File: config.mk
export PLATFORM = sky130hd
export DESIGN_NAME = cto2_sweep_ctrl
export DESIGN_NICKNAME = d
export VERILOG_FILES = /design/src/rtl/cto2_sweep_ctrl.sv
export SDC_FILE = /design/constraint.sdc
export NUM_CORES = 1
export LEC_CHECK = 0
export ABC_AREA = 1
export ABC_CLOCK_PERIOD_IN_PS = 9900
export CAP_MARGIN = 15
export CORE_MARGIN = 2
export CORE_UTILIZATION = 60
export CTS_CLUSTER_DIAMETER = 120
export DETAILED_ROUTE_END_ITERATION = 10
export PLACE_DENSITY = 0.93
export SLEW_MARGIN = 15
export SYNTH_ARGS = -nofsm -noshare
export SYNTH_HDL_FRONTEND = slang
export SYNTH_SLANG_ARGS = --single-unit
export TNS_END_PERCENT = 1
File: constraint.sdc
create_clock -name clk -period 9.9 [get_ports clk]
set_input_delay 1.485 -clock clk [delete_from_list [all_inputs] [get_ports clk]]
set_output_delay 1.485 -clock clk [all_outputs]
set_load 0.05 [all_outputs]
File: src/rtl/cto2_sweep_ctrl.sv
// ---------------------------------------------------------------------------
// cto2_sweep_ctrl
//
// This block runs an exhaustive sweep of one CTO2 combinational cell, where
// s = a'b'c + a'bc + ab'c'. A start request makes it drive all eight {a,b,c}
// vectors in ascending order. It holds each vector for SETTLE_CYCLES+1 cycles
// and captures s_i into a shadow truth table at the last edge of that window.
// When the sweep completes, the shadow table is published and compared with
// EXPECTED to produce pass, a mismatch count and the lowest failing vector.
//
// Parameters
//   SETTLE_CYCLES  extra hold cycles per vector before sampling (0..15)
//   EXPECTED       golden truth table, bit i = s for vector i = {a,b,c}
//
// Ports
//   clk       clock, rising edge
//   rst_n     asynchronous active-low reset
//   start     sweep request, honoured only in IDLE
//   abort     cancels a running sweep (SETTLE only)
//   loop      (CTO2_SWEEP_LOOP_EN only) restart the sweep after each DONE
//   a_o/b_o/c_o  registered vector driven to the cell under test
//   s_i       output of the cell under test
//   busy      high while a sweep is in SETTLE
//   done      one-cycle pulse when a sweep completes
//   table_o   truth table captured by the last completed sweep
//   pass      table_o == EXPECTED
//   err_cnt   number of mismatching table bits (0..8)
//   fail_idx  lowest mismatching vector index, 0 when passing
//
// Optional feature macro: CTO2_SWEEP_LOOP_EN
//   When it is defined, the block gets the extra input 'loop'. If loop is high
//   in the DONE cycle, a new sweep starts instead of returning to IDLE.
// ---------------------------------------------------------------------------
module cto2_sweep_ctrl #(
  parameter int unsigned SETTLE_CYCLES = 2,
  parameter logic [7:0]  EXPECTED      = 8'h1A
) (
  input  logic       clk,
  input  logic       rst_n,
  input  logic       start,
  input  logic       abort,
`ifdef CTO2_SWEEP_LOOP_EN
  input  logic       loop,
`endif
  output logic       a_o,
  output logic       b_o,
  output logic       c_o,
  input  logic       s_i,
  output logic       busy,
  output logic       done,
  output logic [7:0] table_o,
  output logic       pass,
  output logic [3:0] err_cnt,
  output logic [2:0] fail_idx
);

  localparam logic [3:0] SETTLE_LOAD = 4'(SETTLE_CYCLES);

  typedef enum logic [1:0] {
    IDLE   = 2'd0,
    SETTLE = 2'd1,
    DONE   = 2'd2
  } state_t;

  state_t      state_q,   state_d;
  logic [2:0]  vec_q,     vec_d;
  logic [3:0]  cnt_q,     cnt_d;
  logic [7:0]  shadow_q,  shadow_d;
  logic [7:0]  table_q,   table_d;
  logic        pass_q,    pass_d;
  logic [3:0]  errCnt_q,  errCnt_d;
  logic [2:0]  failIdx_q, failIdx_d;

  // This is the shadow table with the current sample merged in. It is the
  // value the table will hold after this edge if a sample is taken now. The
  // final vector's sample therefore reaches the published results at the
  // same edge that enters DONE.
  logic [7:0]  shadowSampled;
  logic [7:0]  mismatch;
  logic [3:0]  mismatchCount;
  logic [2:0]  mismatchIdx;

  always_comb begin
    shadowSampled        = shadow_q;
    shadowSampled[vec_q] = s_i;
  end

  // Compare against the golden table. The index scan runs from the top bit
  // downward, so the last assignment made is the lowest mismatching vector.
  always_comb begin
    mismatch      = shadowSampled ^ EXPECTED;
    mismatchCount = 4'd0;
    mismatchIdx   = 3'd0;
    for (int i = 7; i >= 0; i--) begin
      if (mismatch[i]) begin
        mismatchCount = mismatchCount + 4'd1;
        mismatchIdx   = 3'(i);
      end
    end
  end

  // Next-state and datapath updates
  always_comb begin
    state_d   = state_q;
    vec_d     = vec_q;
    cnt_d     = cnt_q;
    shadow_d  = shadow_q;
    table_d   = table_q;
    pass_d    = pass_q;
    errCnt_d  = errCnt_q;
    failIdx_d = failIdx_q;

    unique case (state_q)
      IDLE: begin
        if (start) begin
          state_d  = SETTLE;
          vec_d    = 3'd0;
          cnt_d    = SETTLE_LOAD;
          shadow_d = 8'h00;
        end
      end

      SETTLE: begin
        // Abort is checked before sampling. The partial shadow table is
        // simply abandoned, and the next start clears it.
        if (abort) begin
          state_d = IDLE;
        end else if (cnt_q != 4'd0) begin
          cnt_d = cnt_q - 4'd1;
        end else begin
          shadow_d = shadowSampled;
          if (vec_q == 3'd7) begin
            state_d   = DONE;
            table_d   = shadowSampled;
            pass_d    = (shadowSampled == EXPECTED);
            errCnt_d  = mismatchCount;
            failIdx_d = mismatchIdx;
          end else begin
            vec_d = vec_q + 3'd1;
            cnt_d = SETTLE_LOAD;
          end
        end
      end

      DONE: begin
`ifdef CTO2_SWEEP_LOOP_EN
        if (loop) begin
          state_d  = SETTLE;
          vec_d    = 3'd0;
          cnt_d    = SETTLE_LOAD;
          shadow_d = 8'h00;
        end else begin
          state_d = IDLE;
        end
`else
        state_d = IDLE;
`endif
      end

      default: begin
        state_d = IDLE;
      end
    endcase
  end

  // State and datapath registers
  always_ff @(posedge clk or negedge rst_n) begin
    if (!rst_n) begin
      state_q   <= IDLE;
      vec_q     <= 3'd0;
      cnt_q     <= 4'd0;
      shadow_q  <= 8'h00;
      table_q   <= 8'h00;
      pass_q    <= 1'b0;
      errCnt_q  <= 4'd0;
      failIdx_q <= 3'd0;
    end else begin
      state_q   <= state_d;
      vec_q     <= vec_d;
      cnt_q     <= cnt_d;
      shadow_q  <= shadow_d;
      table_q   <= table_d;
      pass_q    <= pass_d;
      errCnt_q  <= errCnt_d;
      failIdx_q <= failIdx_d;
    end
  end

  assign a_o      = vec_q[2];
  assign b_o      = vec_q[1];
  assign c_o      = vec_q[0];
  assign busy     = (state_q == SETTLE);
  assign done     = (state_q == DONE);
  assign table_o  = table_q;
  assign pass     = pass_q;
  assign err_cnt  = errCnt_q;
  assign fail_idx = failIdx_q;

endmodule

# Word level (Yosys, flattened, before mapping)
# Cells that the tools add are included.
# W data, S select, Z words.
# word_totals
word_cells	80
input_bits	5
reg_bits	33
# classes
eq_ne	11
muxes	38
addsub	9
reduce_logical	9
bitwise_logic	3
magnitude_cmp	2
# ops
op	n
$mux W4	11
$mux W3	12
$add A4 B1 Y4 const B	7
$mux W8	3
$pmux W8 S2	1
$reduce_and A4 Y1	3
$bwmux W8	1
$eq A8 B5 Y1 const B	1
$mux W2	4
$ne A2 B2 Y1 const B	4
$pmux W4 S2	1
$ne A3 B3 Y1 const B	2
$pmux W3 S2	1
$reduce_and A5 Y1	1
$lt A3 B4 Y1 const B	1
$pmux W2 S2	1
$reduce_bool A4 Y1	1
$sub A4 B1 Y4 const B	1
$add A3 B1 Y3 const B	1
$demux W1 S3	1
$eq A3 B3 Y1 const B	1
$ge A3 B1 Y1 const B	1
$ne A3 B2 Y1 const B	1
$not A3 Y3	1
other kinds (8)	10

# Longest topological paths before layout
# Gate-level depths: netlist of run 1.
# depth
ltp_word	20
mapped_depth	31
ltp_nobuf	30

# Worst setup path after synthesis of run 1
# No wires, ideal clock.
# synth_timing
path_kind	input to register
startpoint	input port s_i
endpoint	register errCnt_q[1], in the netlist err_cnt[1]
setup_slack_ns	5.088
path_stages	24
required_time_ns	9.773
arrival_time_ns	4.684
path_cell_list	inv_1 o21ai_0 inv_1 ha_1 inv_1 nand3_2 nand2_2 inv_2 nand2_1 nand2_1 nand2_1 nand2_1 ha_1 or2_2 nand3_1 nand3_1 nand2_1 inv_1 ha_1 nand2_1 nand2_1 ha_1 o21ai_0 o21ai_0
# synth_between
elab_cells_between_ends	17
# synth_lines
item	line	text
from (decl)	48	input logic s_i,
$bwmux W8 *	85	shadowSampled[vec_q] = s_i;
via mismatch[6]	79	logic [7:0] mismatch;
$mux W4 *	95	if (mismatch[i]) begin
$add A4 B1 Y4	96	mismatchCount = mismatchCount + 4'd1;
$mux W4 *	95	
$add A4 B1 Y4	96	
$mux W4 *	95	
$add A4 B1 Y4	96	
$mux W4 *	95	
$add A4 B1 Y4	96	
$mux W4 *	95	
$add A4 B1 Y4	96	
$mux W4 *	95	
$add A4 B1 Y4	96	
$mux W4 *	95	
to (signal assigned)	184	errCnt_q <= errCnt_d;
to (decl)	71	logic [3:0] errCnt_q, errCnt_d;
# Mark *: on every way through the listed nets, which the timed path passes. The rest lies on a longest branch.
# A chain may end at the register's enable or synchronous reset.

# Worst setup path in the final report of run 1
# Same ends and word-level chain as after synthesis.

==> flow_metrics.env, run 1 <==
export IMPL_flow_area_growth_from_synthesis_pct=17.0
export IMPL_clk_root_buffer_cell="clkbuf_8"
export IMPL_totalNegativeSetupSlack_ns=0
export IMPL_drt_wirelength_per_cell_um=14.1
export IMPL_ffs_w_async_s_r_synth_pct=100
export IMPL_stdcell_count=394
export IMPL_worstSetupStartpoint="s_i"
export IMPL_synth_largest_area_cell="dfrtp_1"
export IMPL_post_synth_instance_area_um2=2290
export IMPL_ff2ff_path_depth=25
export IMPL_synthTopCellsByCount="nand2_1, dfrtp_1, nand3_1"
export IMPL_cts_tree="done"
export IMPL_min_path_type="flip-flop to flip-flop"
export IMPL_destination_of_the_worst_hold_path="err_cnt[3]"
export IMPL_die_height_um=65.8
export IMPL_postSynthNetCount=333
export IMPL_drt_first_pass_iters=5
export IMPL_first_global_vias=2153
export IMPL_routabilityCongestion=0.883
export IMPL_area_enclosed_by_the_die_boundary_um2=4330
export IMPL_route_detailed_vias_per_inst=5.77
export IMPL_routed_via_count=2273
export IMPL_clock_fmax_mhz=174
export IMPL_drive_gt1_share_pct=13.9
export IMPL_buffer_ports_inserted=25
export IMPL_grt_max_degree=34
export IMPL_clock_skew_ns=0.00801
export IMPL_cts_sinks=33
export IMPL_dp_cells=386
export IMPL_rrSetupSlack_ns=5.10
export IMPL_end_kind="flip-flop"
export IMPL_overflow_after_grt=0
export IMPL_leakagePower_nw=1.34
export IMPL_die_width_um=65.8
export IMPL_rows=22
export IMPL_relSlewSlack_pct=54.1
export IMPL_setup_repair_after_global_routing_missed_its_margin="false"
export IMPL_cts_buffer_depth=2
export IMPL_finalSetupViolations=0
export IMPL_crit_type="primary input to flip-flop"
export IMPL_cp_data_required_time_ns=10.06
export IMPL_run_status="complete, no violations"
export IMPL_yosysUniqueCellTypes=30
export IMPL_worst_margin_slew_ns=0.682
export IMPL_floorplan_io_pins=26
export IMPL_min_from="err_cnt[3]"
export IMPL_start_kind="primary input"
export IMPL_period_minus_slack_ns=5.73
export IMPL_holdBufCountCts=0
export IMPL_cts_htree_levels=2
export IMPL_cp_max_fo=6
export IMPL_placeableCoreArea_um2=3660
export IMPL_finalMaxSlewViolations=0
export IMPL_synth_area_top_cells="dfrtp_1, nand2_1, nand3_1, ha_1, inv_1"
export IMPL_number_of_enable_flip_flop_cells_after_synthesis=0
export IMPL_max_cap_viol_count=0
export IMPL_synth_most_common_cell="nand2_1"
export IMPL_ir_worst_vdd_uv=145
export IMPL_min_delay_path_depth=2
export IMPL_post_route_period_util_pct=57.9
export IMPL_number_of_antenna_violations_at_the_first_check_in_global_routing=0
export IMPL_post_cts_repair_setup_buffers=0
export IMPL_gr_usage_all_layers_pct=28.6
export IMPL_dpl_hpwl_um=4240
export IMPL_reg2reg_to="err_cnt[1]"
export IMPL_total_routed_wirelength_um=5570
export IMPL_cts_repair_resize_count=0
export IMPL_finalHoldViolations=0
export IMPL_post_synth_cell_area_avg_um2=7.27
export IMPL_first_iter_violations=212
export IMPL_synth_top_flop_cell="dfrtp_1"
export IMPL_count_of_fill_cells_added_during_filler_insertion=255
export IMPL_synth_seq_area_share_pct=36.1
export IMPL_postSynthRegisterBits=33
export IMPL_grt_pass1_wl_um=9590
export IMPL_p_per_area_nw_per_um2=261
export IMPL_n_antenna_cell=0
export IMPL_worst_endpoint_arrival_ns=5.90
export IMPL_cts_inserted_buffers=5
export IMPL_yosysTopAreaCellShare_pct=36.1
export IMPL_clock_insertion_delay_worst_skew_ns=0.29
export IMPL_effective_utilization_at_floorplan_pct=62.5
export IMPL_syn_instance_count=315
export IMPL_cts_clk_slew_worst_paths_ns=0.07
export IMPL_detail_route_drc_violations=0
export IMPL_antenna_left=0
export IMPL_nets=363
export IMPL_yosysWarningCount=0
export IMPL_crit_reg2reg_launch="vec_q[2]"
## cell usage in the layout (no fill, tap or decap), drive strengths merged
cell type / Yosys / final
a32o: 1 / 1
nand2: 104 / 104
clkdlybuf4s50: 0 / 25
clkbuf: 2 / 5
o31ai: 3 / 3
nor3: 2 / 2
a31oi: 2 / 2
inv: 39 / 39
nand4: 7 / 7
dfrtp: 33 / 33
o21a: 2 / 2
xnor2: 1 / 1
nor3b: 1 / 1
o22ai: 4 / 4
xor2: 1 / 1
clkinv: 1 / 3
or2: 4 / 4
nand3: 41 / 41
buf: 1 / 1
ha: 13 / 13
a21oi: 4 / 4
clkinvlp: 0 / 1
o21ai: 28 / 28
nor2: 21 / 21
## flip-flops by register name, summed over array words and instances (netlist names)
register  count
table_o       8
vec_q         3
cnt_q         4
shadow_q      8
fail_idx      3
err_cnt       4
state_q       2
pass          1
## metal layers
| layer | global-route usage, % | wire, µm |
|---|---|---|
| met3 | 5.11 | 428 |
| met1 | 35.1 | 2280 |
| met2 | 50.0 | 2730 |
| met4 | 10.7 | 129 |
| met5 | 0 | 0 |
## final cells by class
class,count,area [µm²],area share (%)
Inverter,40,150,5.60
Tap cell,48,60.1,2.24
Timing Repair Buffer,26,258,9.62
Clock buffer,5,68.8,2.57
Multi-Input combinational cell,239,1300,48.5
Sequential cell,33,826,30.8
Clock inverter,3,17.5,0.654
## power by group
| part | total [mW] | internal, mW | switching, mW |
|---|---|---|---|
| logic | 0.424 | 0.135 | 0.289 |
| registers | 0.173 | 0.154 | 0.0186 |
| clock network | 0.102 | 0.0485 | 0.0535 |
| total | 0.699 | 0.338 | 0.362 |
## worst max-delay path, stage by stage
cell	delay (ns)
clkdlybuf4s50_1	0.56
inv_1	0.15
o21ai_0	0.37
inv_1	0.17
ha_1	0.36
inv_1	0.08
nand3_2	0.10
nand2_2	0.13
inv_2	0.05
nand2_1	0.07
nand2_1	0.05
nand2_1	0.07
nand2_1	0.08
ha_1	0.28
or2_2	0.31
nand3_1	0.11
nand3_1	0.12
nand2_1	0.10
inv_1	0.05
ha_1	0.30
nand2_1	0.09
nand2_1	0.11
ha_1	0.33
o21ai_0	0.24
o21ai_0	0.14
## metrics by stage
stage / utilization, % / setup slack (ns) / instance area [µm²] / power (mW) / hold WS [ns]
finish: 73.2 / 4.17 / 2680 / 0.699 / 0.489
global route: 73.2 / 3.92 / 2680 / 0.754 / 0.515
CTS: 73.2 / 4.26 / 2680 / 0.689 / 0.498
detailed placement: 70.8 / 4.12 / 2590 / 0.575 / 0.479
global placement: 70.8 / 4.35 / 2590 / 0.548 / 0.463
floorplan: - / 5.09 / 2290 / 0.479 / 0.453
## how the worst max path moves through the flow
| stage | endpoint |
|---|---|
| final | err_cnt[1] |
| after global routing | err_cnt[1] |
| after global placement | err_cnt[1] |
| after CTS | err_cnt[1] |
| after detailed placement | err_cnt[1] |
| after floorplan | err_cnt[1] |
## logic make-up after synthesis
| family | synth area share (%) |
|---|---|
| AO/OA/AOI/OAI | 11.2 |
| XOR/XNOR | 0.765 |
| adder cells (fa/ha/maj) | 7.10 |
| buffers and inverters | 7.21 |
| flip-flops | 36.1 |
| AND/OR/NAND/NOR | 37.7 |
(Power assumes the default switching activity.)
==> run 2: changes to the inputs <==
--- a/config.mk
+++ b/config.mk
@@ -6,13 +6,13 @@
 export NUM_CORES = 1
 export LEC_CHECK = 0
 export ABC_AREA = 1
-export ABC_CLOCK_PERIOD_IN_PS = 9900
+export ABC_CLOCK_PERIOD_IN_PS = 5200
 export CAP_MARGIN = 15
 export CORE_MARGIN = 2
-export CORE_UTILIZATION = 60
+export CORE_UTILIZATION = 51
 export CTS_CLUSTER_DIAMETER = 120
 export DETAILED_ROUTE_END_ITERATION = 10
-export PLACE_DENSITY = 0.93
+export PLACE_DENSITY = 0.85
 export SLEW_MARGIN = 15
 export SYNTH_ARGS = -nofsm -noshare
 export SYNTH_HDL_FRONTEND = slang
==> constraint.sdc (replaced) <==
create_clock -name clk -period 5.2 [get_ports clk]
set_input_delay 0.78 -clock clk [delete_from_list [all_inputs] [get_ports clk]]
set_output_delay 0.78 -clock clk [all_outputs]
set_load 0.05 [all_outputs]
==> run 2 against run 1 <==
Effect of this change: first-iteration DRC count decreased by 22%; utilization decreased by 11 points; routed wire length decreased by 6.6%; largest cell class unchanged; largest power group unchanged; clock skew increased by 0.0015 ns; critical path type unchanged.
==> flow_metrics.env, run 2 (synthesized netlist as in run 1, its figures left out) <==
export IMPL_effective_utilization_at_floorplan_pct=52.6
export IMPL_detail_route_drc_violations=0
export IMPL_n_antenna_cell=0
export IMPL_critPathBufInv=6
export IMPL_post_route_period_util_pct=90.3
export IMPL_clock_skew_ns=0.00946
export IMPL_gr_usage_all_layers_pct=22.7
export IMPL_run_status="complete, no violations"
export IMPL_final_core_util_pct=62.5
export IMPL_finalMaxSlewViolations=0
export IMPL_nets=364
export IMPL_die_height_um=71.0
export IMPL_layout_commonest_cell="nand2_1"
export IMPL_most_common_layout_cells="nand2_1, nand3_1, dfrtp_1, inv_1, clkdlybuf4s50_1"
export IMPL_area_enclosed_by_the_die_boundary_um2=5040
export IMPL_die_width_um=71.0
export IMPL_cts_tree="done"
export IMPL_drt_wirelength_per_cell_um=13.0
export IMPL_setup_repair_after_global_routing_missed_its_margin="false"
export IMPL_clk_root_buffer_cell="clkbuf_8"
export IMPL_dp_cells=391
export IMPL_p_per_area_nw_per_um2=491
export IMPL_total_routed_wirelength_um=5200
export IMPL_period_minus_slack_ns=4.69
export IMPL_finalSetupViolations=0
export IMPL_worst_margin_slew_ns=0.675
export IMPL_finalHoldViolations=0
export IMPL_cts_clk_slew_worst_paths_ns=0.07
export IMPL_cp_data_required_time_ns=5.37
export IMPL_clock_fmax_mhz=213
export IMPL_totalNegativeSetupSlack_ns=0
export IMPL_fin_ws_ns=0.507
export IMPL_cp_common_cell="nand2_1"
export IMPL_cp_max_fo=6
export IMPL_placeableCoreArea_um2=4350
export IMPL_first_iter_violations=166
export IMPL_cts_inserted_buffers=5
export IMPL_cts_buffer_depth=2
export IMPL_rows=24
export IMPL_holdBufCountCts=0
export IMPL_routabilityCongestion=0.921
export IMPL_pre_cts_ws_ns=0.138
export IMPL_start_kind="primary input"
export IMPL_dpl_hpwl_um=3890
export IMPL_cts_sinks=33
export IMPL_buffer_ports_inserted=25
export IMPL_cts_repair_resize_count=0
export IMPL_first_global_vias=2126
export IMPL_ir_worst_vdd_uv=266
export IMPL_relSlewSlack_pct=54.9
export IMPL_crit_type="primary input to flip-flop"
export IMPL_route_detailed_vias_per_inst=5.37
export IMPL_grt_pass1_wl_um=9240
export IMPL_max_cap_viol_count=0
export IMPL_stdcell_count=399
export IMPL_min_path_type="flip-flop to flip-flop"
export IMPL_floorplan_io_pins=26
export IMPL_antenna_left=0
export IMPL_drt_first_pass_iters=4
export IMPL_worst_endpoint_arrival_ns=4.86
export IMPL_clock_insertion_delay_worst_skew_ns=0.29
export IMPL_flow_area_growth_from_synthesis_pct=18.8
export IMPL_largest_stage_delay_on_the_critical_path_ns=0.57
export IMPL_leakagePower_nw=1.36
export IMPL_cts_htree_levels=2
export IMPL_drive_gt1_share_pct=14.1
export IMPL_end_kind="flip-flop"
export IMPL_critical_path_top_delay_family="simple AND/OR/NAND/NOR gates"
export IMPL_grt_max_degree=34
export IMPL_overflow_after_grt=0
export IMPL_number_of_antenna_violations_at_the_first_check_in_global_routing=0
export IMPL_post_cts_repair_setup_buffers=0
export IMPL_routed_via_count=2143
export IMPL_crit_path_top_delay_cell="clkdlybuf4s50_1"
==> run 2: cell types whose count changed in the layout (fill, tap and decap cells not counted) <==
cell and delta:
clkinv_2 -2, buf_4 +1, bufinv_16 +1, clkinv_4 +1, o21ai_0 -1, o21ai_1 +1
==> run 2: report_power, final <==
group	switching [mW]	total [mW]	internal, mW
clock network	0.103	0.246	0.143
logic	0.510	0.761	0.251
registers	0.0347	0.328	0.293
total	0.648	1.33	0.687
==> run 2: final cells by class <==
type                    instances  area, µm²
clock buffers                   5       68.8
clock inverters                 3       46.3
fillers                       377       1630
inverters                      40        150
multi-input cells             239       1300
flip-flops and latches         33        826
well taps                      52       65.1
repair buffers                 27        265
==> run 2: path summary, 6_finish.rpt <==
check / from / to / slack [ns] / cells past startpoint
min in group asynchronous: rst_n / vec_q[0] / 0.87 / 2
hold / removal: err_cnt[3] / err_cnt[3] / 0.48 / 2
hold reg to reg: err_cnt[3] / err_cnt[3] / 0.48 / 2
setup / recovery: s_i / err_cnt[1] / 0.51 / 25
max in group asynchronous: rst_n / table_o[1] / 4.03 / 2
setup reg to reg: vec_q[0] / err_cnt[1] / 0.87 / 27
==> run 2: per-stage QoR <==
step	hold WS [ns]	power (mW)	cell area, µm²
2_1_floorplan	0.453	0.911	2290
3_3_place_gp	0.465	1.05	2610
3_5_place_dp	0.469	1.08	2610
4_1_cts	0.486	1.33	2720
5_1_grt	0.528	1.46	2720
6_report	0.482	1.33	2720
==> run 2: metal layers <==
layer / vias to the layer above / part of all wire, % / routed length (µm) / global-route usage [%]
met5: - / 0 / 0 / 0
met4: 0 / 1.5 / 76 / 9.22
met3: 7 / 4.3 / 224 / 3.42
met2: 54 / 47 / 2460 / 38.2
met1: 984 / 47 / 2440 / 29.2
li1: 1098 / - / - / -
==> run 2: worst register-to-register path, delay by kind of cell, from the launching register on <==
| family | cells | cell delay, ns |
|---|---|---|
| AND/OR/NAND/NOR | 14 | 1.56 |
| adder cells (fa/ha/maj) | 4 | 1.20 |
| buffers and inverters | 6 | 0.57 |
| flip-flops | 1 | 0.53 |
| AO/OA/AOI/OAI | 3 | 0.32 |
==> run 3: changes to the inputs <==
--- a/config.mk
+++ b/config.mk
@@ -8,7 +8,6 @@
 export ABC_AREA = 1
 export ABC_CLOCK_PERIOD_IN_PS = 5200
 export CAP_MARGIN = 15
-export CORE_MARGIN = 2
 export CORE_UTILIZATION = 51
 export CTS_CLUSTER_DIAMETER = 120
 export DETAILED_ROUTE_END_ITERATION = 10
==> run 3 against run 2 <==
Effect of this change: utilization decreased by 0.23 points; count of clock-buffer cells in the layout unchanged; clock skew decreased by 0.0014 ns; largest cell class unchanged.
==> flow_metrics.env, run 3 (synthesized netlist as in run 1, its figures left out) <==
export IMPL_finalMaxSlewViolations=0
export IMPL_drt_wirelength_per_cell_um=13.0
export IMPL_drt_first_pass_iters=4
export IMPL_start_kind="primary input"
export IMPL_ir_worst_vdd_uv=183
export IMPL_p_int_uw=636
export IMPL_overflow_after_grt=0
export IMPL_clock_skew_ns=0.00810
export IMPL_crit_type="primary input to flip-flop"
export IMPL_worst_margin_slew_ns=0.660
export IMPL_grt_pass1_wl_um=9040
export IMPL_gr_usage_all_layers_pct=23.0
export IMPL_drive_gt1_share_pct=14.1
export IMPL_clock_fmax_mhz=209
export IMPL_layout_commonest_cell="nand2_1"
export IMPL_nets=364
export IMPL_cp_max_fo=6
export IMPL_route_detailed_vias_per_inst=5.40
export IMPL_first_global_vias=2055
export IMPL_routabilityCongestion=0.884
export IMPL_rows=24
export IMPL_floorplan_io_pins=26
export IMPL_leakagePower_nw=1.35
export IMPL_cts_buffer_depth=2
export IMPL_relSlewSlack_pct=55.9
export IMPL_first_iter_violations=137
export IMPL_run_status="complete, no violations"
export IMPL_cts_inserted_buffers=5
export IMPL_pwr_share_comb_pct=59.1
export IMPL_end_kind="flip-flop"
export IMPL_p_per_area_nw_per_um2=470
export IMPL_netSwitchingPower_uw=630
export IMPL_post_route_period_util_pct=92.2
export IMPL_area_enclosed_by_the_die_boundary_um2=4760
export IMPL_n_antenna_cell=0
export IMPL_cts_htree_levels=2
export IMPL_clock_insertion_delay_worst_skew_ns=0.29
export IMPL_cts_sinks=33
export IMPL_power_sequential_fraction_pct=26.0
export IMPL_count_of_fill_cells_added_during_filler_insertion=373
export IMPL_period_minus_slack_ns=4.79
export IMPL_max_cap_viol_count=0
export IMPL_detail_route_drc_violations=0
export IMPL_routed_via_count=2153
export IMPL_setup_repair_after_global_routing_missed_its_margin="false"
export IMPL_placeableCoreArea_um2=4320
export IMPL_buffer_ports_inserted=25
export IMPL_min_path_type="flip-flop to flip-flop"
export IMPL_worst_endpoint_arrival_ns=4.96
export IMPL_clk_root_buffer_cell="clkbuf_8"
export IMPL_dpl_hpwl_um=3930
export IMPL_total_routed_wirelength_um=5200
export IMPL_switching_share_pct=49.8
export IMPL_most_common_layout_cells="nand2_1, nand3_1, dfrtp_1, inv_1, clkdlybuf4s50_1"
export IMPL_cts_repair_resize_count=0
export IMPL_flow_area_growth_from_synthesis_pct=17.5
export IMPL_finalHoldViolations=0
export IMPL_number_of_antenna_violations_at_the_first_check_in_global_routing=0
export IMPL_finalSetupViolations=0
export IMPL_totalNegativeSetupSlack_ns=0
export IMPL_post_cts_repair_setup_buffers=0
export IMPL_holdBufCountCts=0
export IMPL_clockPowerShare_pct=14.9
export IMPL_grt_max_degree=34
export IMPL_antenna_left=0
export IMPL_cts_tree="done"
export IMPL_effective_utilization_at_floorplan_pct=53.0
export IMPL_cp_data_required_time_ns=5.36
export IMPL_cts_clk_slew_worst_paths_ns=0.07
export IMPL_die_width_um=69.0
export IMPL_die_height_um=69.0
export IMPL_power_consumption_mw=1.27
run 3: cell count changes in the layout (fill, tap and decap cells not counted), sizes merged:
cell    before  now
bufinv       1    0
clkinv       2    3
run 3: final timing paths:
| kind | from | endpoint | slack [ns] | depth (start not counted) |
|---|---|---|---|---|
| max | s_i | err_cnt[1] | 0.41 | 25 |
| min reg2reg | table_o[7] | table_o[7] | 0.49 | 2 |
| max reg2reg | vec_q[0] | err_cnt[1] | 0.80 | 25 |
| min in group asynchronous | rst_n | vec_q[0] | 0.89 | 2 |
| max in group asynchronous | rst_n | table_o[1] | 4.00 | 2 |
| min | table_o[7] | table_o[7] | 0.49 | 2 |
run 3: cell type report:
class	instances	area, µm²	share of cell area [%]
multi-input combinational	239	1300	48.3
timing repair buffer	27	265	9.86
inverter	40	150	5.58
clock inverter	3	17.5	0.651
tap	52	65.1	2.42
clock buffer	5	68.8	2.56
sequential	33	826	30.7
run 3: power groups by stage:
stage	clock network (mW)	registers, mW	logic [mW]
6_report	0.189	0.329	0.747
5_1_grt	0.201	0.334	0.845
4_1_cts	0.190	0.328	0.740
3_5_place_dp	0	0.333	0.737
3_3_place_gp	0	0.331	0.714
2_1_floorplan	0	0.357	0.554
run 3: through the flow:
stage                     utilization, %  worst slack (ns)  hold slack (ns)  instances  cell area [µm²]
after floorplan                        -             0.874            0.453        315             2290
after global placement              60.2             0.342            0.465        391             2610
after detailed placement            60.2             0.134            0.475        391             2610
after CTS                           62.2             0.435            0.491        399             2690
after global routing                62.2            0.0326            0.525        399             2690
final                               62.2             0.407            0.489        399             2690
run 3: per-layer routing:
| layer | vias to the layer above | track usage, % | part of all wire, % |
|---|---|---|---|
| met5 | - | 0 | 0 |
| li1 | 1095 | - | - |
| met4 | 0 | 7.71 | 1.6 |
| met1 | 997 | 30.7 | 48 |
| met2 | 52 | 38.3 | 47 |
| met3 | 9 | 3.36 | 3.5 |
run 3: critical path: stages:
cell and delay [ns]:
clkdlybuf4s50_1 0.55, inv_1 0.13, o21ai_0 0.33, inv_1 0.17
ha_1 0.37, inv_1 0.08, nand3_2 0.10, nand2_2 0.13
inv_2 0.05, nand2_1 0.06, nand2_1 0.06, nand2_1 0.07
nand2_1 0.08, ha_1 0.29, or2_2 0.30, nand3_1 0.10
nand3_1 0.13, nand2_1 0.11, inv_1 0.04, ha_1 0.29
nand2_1 0.07, nand2_1 0.09, ha_1 0.29, o21ai_0 0.17
o21ai_0 0.11
